<file path="config.mk">
export PLATFORM = sky130hd
export DESIGN_NAME = car_sensor_driver
export DESIGN_NICKNAME = d
export VERILOG_FILES = /design/src/rtl/car_sensor_driver.sv
export SDC_FILE = /design/constraint.sdc
export NUM_CORES = 1
export LEC_CHECK = 0
export CORE_MARGIN = 2
export CORE_UTILIZATION = 59
export DETAILED_ROUTE_END_ITERATION = 10
export PLACE_DENSITY = 0.92
export REMOVE_ABC_BUFFERS = 1
export SETUP_SLACK_MARGIN = 0.15
export SLEW_MARGIN = 20
export SYNTH_ARGS = -nofsm -noshare
export SYNTH_HDL_FRONTEND = slang
export SYNTH_SLANG_ARGS = --single-unit
</file>
<file path="constraint.sdc">
create_clock -name clk -period 3.8 [get_ports clk]
set_input_delay 0.76 -clock clk [delete_from_list [all_inputs] [get_ports clk]]
set_output_delay 0.76 -clock clk [all_outputs]
set_load 0.01 [all_outputs]
</file>
<file path="src/rtl/car_sensor_driver.sv">
// car_sensor_driver: replays the two-sensor blocking pattern of a car passing
// the parking-lot gate (enter or exit), holding each phase for h_eff cycles.
//
// Handshake: start_enter/start_exit are single-cycle requests with no ready
// signal. A request is taken only in IDLE and only when exactly one start is
// high. Every other start (both high in IDLE, or any start while busy) is
// refused and answered by a one-cycle rejected pulse in the following cycle.
module car_sensor_driver #(
  parameter int HOLD_W = 8
) (
  input  logic              clk,
  input  logic              reset,
  input  logic              start_enter,
  input  logic              start_exit,
  input  logic [HOLD_W-1:0] hold,
  output logic              outer,
  output logic              inner,
  output logic              busy,
  output logic              done,
  output logic              rejected,
  output logic [2:0]        dbg_state
);

  typedef enum logic [2:0] {
    IDLE = 3'd0,
    PH1  = 3'd1,
    PH2  = 3'd2,
    PH3  = 3'd3,
    GAP  = 3'd4
  } state_t;

  localparam logic [HOLD_W-1:0] ONE = HOLD_W'(1);

  state_t            state, state_nx;
  logic              dir, dir_nx;          // 0 = enter, 1 = exit
  logic [HOLD_W-1:0] cnt, cnt_nx;
  logic [HOLD_W-1:0] h_eff, h_eff_nx;
  logic [HOLD_W-1:0] hold_eff;
  logic              outer_nx, inner_nx, busy_nx, done_nx, rejected_nx;

  // A hold of zero behaves like one so each phase is visible for a cycle.
  assign hold_eff  = (hold == '0) ? ONE : hold;
  assign dbg_state = state;

  // State, counter and all outputs are registered so the sensors never glitch.
  always_ff @(posedge clk or posedge reset) begin
    if (reset) begin
      state    <= IDLE;
      dir      <= 1'b0;
      cnt      <= '0;
      h_eff    <= '0;
      outer    <= 1'b0;
      inner    <= 1'b0;
      busy     <= 1'b0;
      done     <= 1'b0;
      rejected <= 1'b0;
    end else begin
      state    <= state_nx;
      dir      <= dir_nx;
      cnt      <= cnt_nx;
      h_eff    <= h_eff_nx;
      outer    <= outer_nx;
      inner    <= inner_nx;
      busy     <= busy_nx;
      done     <= done_nx;
      rejected <= rejected_nx;
    end
  end

  // Next-state, phase counting, request arbitration and sensor decode.
  always_comb begin
    state_nx    = state;
    dir_nx      = dir;
    cnt_nx      = cnt;
    h_eff_nx    = h_eff;
    done_nx     = 1'b0;
    rejected_nx = 1'b0;
    outer_nx    = 1'b0;
    inner_nx    = 1'b0;

    if (state == IDLE) begin
      if (start_enter ^ start_exit) begin
        dir_nx   = start_exit;
        h_eff_nx = hold_eff;
        cnt_nx   = hold_eff - ONE;
        state_nx = PH1;
      end else if (start_enter && start_exit) begin
        rejected_nx = 1'b1;
      end
    end else begin
      if (start_enter || start_exit) begin
        rejected_nx = 1'b1;
      end
      if (cnt == '0) begin
        // Reload with h_eff-1 so the count never wraps, even at max hold.
        cnt_nx = h_eff - ONE;
        case (state)
          PH1:     state_nx = PH2;
          PH2:     state_nx = PH3;
          PH3:     state_nx = GAP;
          GAP: begin
            state_nx = IDLE;
            cnt_nx   = '0;
            done_nx  = 1'b1;
          end
          default: state_nx = IDLE;
        endcase
      end else begin
        cnt_nx = cnt - ONE;
      end
    end

    // Enter walks 10 -> 11 -> 01, exit walks 01 -> 11 -> 10; one bit per step.
    case (state_nx)
      PH1:     {outer_nx, inner_nx} = dir_nx ? 2'b01 : 2'b10;
      PH2:     {outer_nx, inner_nx} = 2'b11;
      PH3:     {outer_nx, inner_nx} = dir_nx ? 2'b10 : 2'b01;
      default: {outer_nx, inner_nx} = 2'b00;
    endcase

    busy_nx = (state_nx != IDLE);
  end

endmodule

</file>
==> results.md <==
- The path class of the lowest-slack min-delay path is reg2reg.
- The HPWL after detailed placement is 2800 µm.
- The area growth from synthesis to layout is 14.3%.
- The proportion of layout cells with a drive suffix above 1 is 0.147.
- Summed over all failing endpoints, the final setup total negative slack is 0 ns.
- The synthesized design contains 0 enable-type register cells.
- Buffers placed on the I/O ports in this run total 19.
- After detailed routing, the number of remaining DRC violations is 0.
- The power per standard cell area is ~240 nW/µm².
- In this run the power spent charging and discharging nets is 118 µW.
- Of the total power, the share spent switching nets is 0.265.
- The overall overflow remaining after global route is 0.
- Counting the buffers created by CTS gives 3.
- The flow ran to the end, and the final reports show no timing, DRC or antenna violations.
- The max-slew violation total from the final report is 0.
- The clock root buffer is clkbuf_4.
- The final period utilization is 0.694.
- The number of placement rows is 18.
- The total number of yosys warnings is 0.
- The final critical path time including I/O delays and setup is approximately 2.6 ns.
- The pin count of the biggest net entering global routing is 26.
- The number of antenna-violating nets in the routed design is 0.
- The area share of the largest cell type after synthesis is 0.388.
- For this run, the register share of the synthesized area comes to 0.388.
- The internal power component is 329 µW.
- The routed metal-1 wire length is 1640 µm.
- The clock insertion delay at the later pin of the skew report is 0.34 ns.
- The worst setup path category is in2reg.
- From bottom edge to top edge, the die measures 56.3 µm.
- Setup repair after global routing left no endpoint under its margin.
- The data required time of the critical path is 4.03 ns.
- The final core utilization is 0.724.
- The met2 routed wirelength is about 1900 µm.
- Setup violations remaining at the end of the flow were counted as 0.
- The TritonCTS sink count is 25.
- The share of flip-flops with an asynchronous set or reset after synthesis is 1.00.
- The worst reg2reg path startpoint is cnt[2]$_DFFE_PP0P_.
- The normalized max-slew margin is 0.397.
- The synthesized-area fraction occupied by ao, oa, aoi and oai cells was 0.177.
- The worst-path maximum fanout is 17.
- The routed length on met3 is 221 µm.
- For the worst setup path, the data arrival time is around 2.9 ns.
- The largest area contributor in the synthesized netlist is dfrtp_1.
- The hold path startpoint is h_eff[7]$_DFFE_PP0P_.
- The mapped netlist covers around 1600 µm².
- The count of different cell masters after synthesis is 37.
- Buffers added to address setup during post-CTS repair amount to 0.
- The die area is 3170 µm².
- After synthesis the netlist holds a flip-flop and latch count of 25.
- After synthesis, the cell types taking the most area are dfrtp_1, xnor2_1, ha_1.
- Of the total power, the clock network draws 0.289.
- For the worst flop-to-flop path, the logic depth is 4.
- The final net count is 210.
- In this run the standard cell core region covers 2540 µm².
- For this run, the total global-route usage over all layers was measured as 0.265.
- Of the total synthesized cell area, the portion taken by full adders, half adders and majority gates is 0.0465.
- In this run the number of H-tree levels came out at 1.
- Synthesis produced roughly 180 cells.
- For this run, the slowest stage of the critical path takes 0.59 ns.
- The slowest stage cell on the critical path is ha_1.
- The via count of the first global-routing pass is 1329.
- The endpoint of the worst hold path is h_eff[7]$_DFFE_PP0P_.
- Across the run, the number of max-cap violations was 0.
- The post-placement cell area is 1810 µm².
- Of the total synthesized cell area, the portion taken by AND, OR, NAND and NOR gates is 0.190.
- The critical path endpoint category is a register.
- The most frequent cell after synthesis is dfrtp_1.
- For this configuration, the core starts out at a cell density of 0.634.
- The total length of routed wires is 3810 µm.
- At the pin with the least slew margin, the transition time is 0.899 ns.
- The detailed router used layers up to and including met4.
- The mean instance size in the synthesized netlist is 9.22 µm².
- The sequential share of power is 0.603.
- The first-pass GRT wire length is 6640 µm.
- The worst reg-to-reg setup slack is between 1.5 and 2 ns.
- The number of cells on the worst hold path is 1.
- The maximum number of buffers from clock root to sink is 2.
- The placer's final routability congestion estimate is 0.955.
- In this run the critical register-to-register path is captured at cnt[3]$_DFFE_PP0P_.
- The share of total power dissipated in combinational logic is 0.108.
- The critical path goes through clkdlybuf4s50_1, inv_1, ha_1, nand2_1, mux2i_1, inv_1, a221oi_1, nor3_1.
- The count of inserted antenna diode cells is 0.
- The main combinational cell family by area after synthesis is simple AND/OR/NAND/NOR gates.
- In the final routed layout, each cell accounts on average for about 17 µm.
- For this block, the via count after detailed routing is 1375.
- After clock tree synthesis, the clock-pin slew on the worst setup and hold paths is 0.15 ns.
- During I/O placement, the number of pins put on the boundary was 20.
- The total count of hold-check failures in the final report is 0.
- The number of detailed-routing iterations run before antenna repair is 4.
- The total leakage power is 0.000772 µW.
- The number of buffers inserted by hold repair at cts is 0.
- The multiplexer area fraction after synthesis is 0.0667.
- The kind of start point of the critical path is an input port.
- The most common flop cell mapped by yosys is dfrtp_1.
- The share of the synthesized netlist area taken by xor and xnor gates is 0.0706.
- The chip width is 56.3 µm.
- The number of antenna violations at the first check in global routing was 0.
- For the final database, setup skew stands at 0.0124 ns.
- After routing the design area is 1840 µm².
- The post-detailed-route via-to-cell ratio is roughly 6.2.
- For this block, the initial DRC count from the detailed router was 54.
- The maximum clock frequency is about 380 MHz.
- The maximum vdd drop is 247 µV.
- The commonest cells after synthesis are dfrtp_1, nand2_1, o21ai_0.
- TritonCTS built the clock tree.
- The cell type with the highest occurrence count on the critical path is inv_1.
- The total of cells resized after clock tree synthesis is 0.
per-layer routing:
layer | GRT usage | up-vias
met5 | 0 | -
met1 | 0.370 | 660
li1 | - | 652
met4 | 0.0442 | 0
met3 | 0.0346 | 6
met2 | 0.449 | 57
power groups by stage:
stage | sequential, µW | clock (µW) | combinational [µW]
after global placement | 274 | 0 | 45.9
after detailed placement | 274 | 0 | 47.7
final | 270 | 129 | 48.4
after CTS | 269 | 128 | 47.9
after global routing | 270 | 144 | 53.2
after floorplan | 274 | 0 | 23.2
logic make-up (layout without fill, tap and decap cells):
group | after synthesis | after routing
AO/OA/AOI/OAI | 43 | 43
XOR/XNOR | 13 | 13
adder cells (fa/ha/maj) | 6 | 6
buffers and inverters | 23 | 39
flip-flops | 25 | 25
multiplexers | 10 | 10
AND/OR/NAND/NOR | 55 | 55
cells in the final DEF (no fill, tap or decap), types with 2 or more instances in the layout:
cell / n
dfrtp_1: 25
clkdlybuf4s50_1: 19
nand2_1: 16
o21ai_0: 15
inv_1: 12
nor2_1: 9
a21oi_1: 9
xnor2_1: 9
nor3_1: 8
a21oi_2: 6
mux2_2: 6
ha_1: 6
nor4_1: 4
mux2i_1: 4
xor2_1: 4
o211ai_1: 3
nor3b_1: 3
clkbuf_4: 3
buf_4: 3
a31oi_1: 2
or4_4: 2
or3_1: 2
or4_1: 2
o31ai_1: 2
a221oi_2: 2
nand3_1: 2
a221oi_1: 2
critical path: cells and delay by family:
family,cells,cell delay [ns]
AO/OA/AOI/OAI,1,0.29
adder cells (fa/ha/maj),1,0.59
multiplexers,1,0.30
buffers and inverters,3,0.68
AND/OR/NAND/NOR,2,0.24
area by class of cell:
cell class | count | area [µm²]
Clock buffer | 3 | 22.5
Multi-Input combinational cell | 127 | 888
Sequential cell | 25 | 626
Fill cell | 192 | 702
Clock inverter | 1 | 7.51
Timing Repair Buffer | 22 | 213
Inverter | 13 | 48.8
Tap cell | 30 | 37.5
per-stage QoR:
step           power (µW)  cells  hold slack [ns]  worst slack, ns
2_1_floorplan         297    165            0.495             1.08
3_3_place_gp          320    217            0.523            0.900
3_5_place_dp          322    217            0.524            0.836
4_1_cts               445    221            0.556             1.18
5_1_grt               467    221            0.571             1.02
6_report              447    221            0.553             1.16
sequential cells by signal, summed over array words and instances (netlist names):
register / count
outer: 1
dbg_state: 3
inner: 1
cnt: 8
h_eff: 8
done: 1
rejected: 1
dir: 1
busy: 1
how the worst max path moves through the flow:
stage | cells after the start | slack (ns) | startpoint | to
after floorplan | 6 | 1.08 | dbg_state[2]$_DFF_PP0_ | inner$_DFF_PP0_
after global placement | 8 | 0.90 | start_exit | inner$_DFF_PP0_
after detailed placement | 8 | 0.84 | start_exit | inner$_DFF_PP0_
after CTS | 8 | 1.18 | start_exit | inner$_DFF_PP0_
after global routing | 8 | 1.02 | start_enter | inner$_DFF_PP0_
final | 8 | 1.16 | start_exit | inner$_DFF_PP0_
Power figures use the tool's default switching activity.
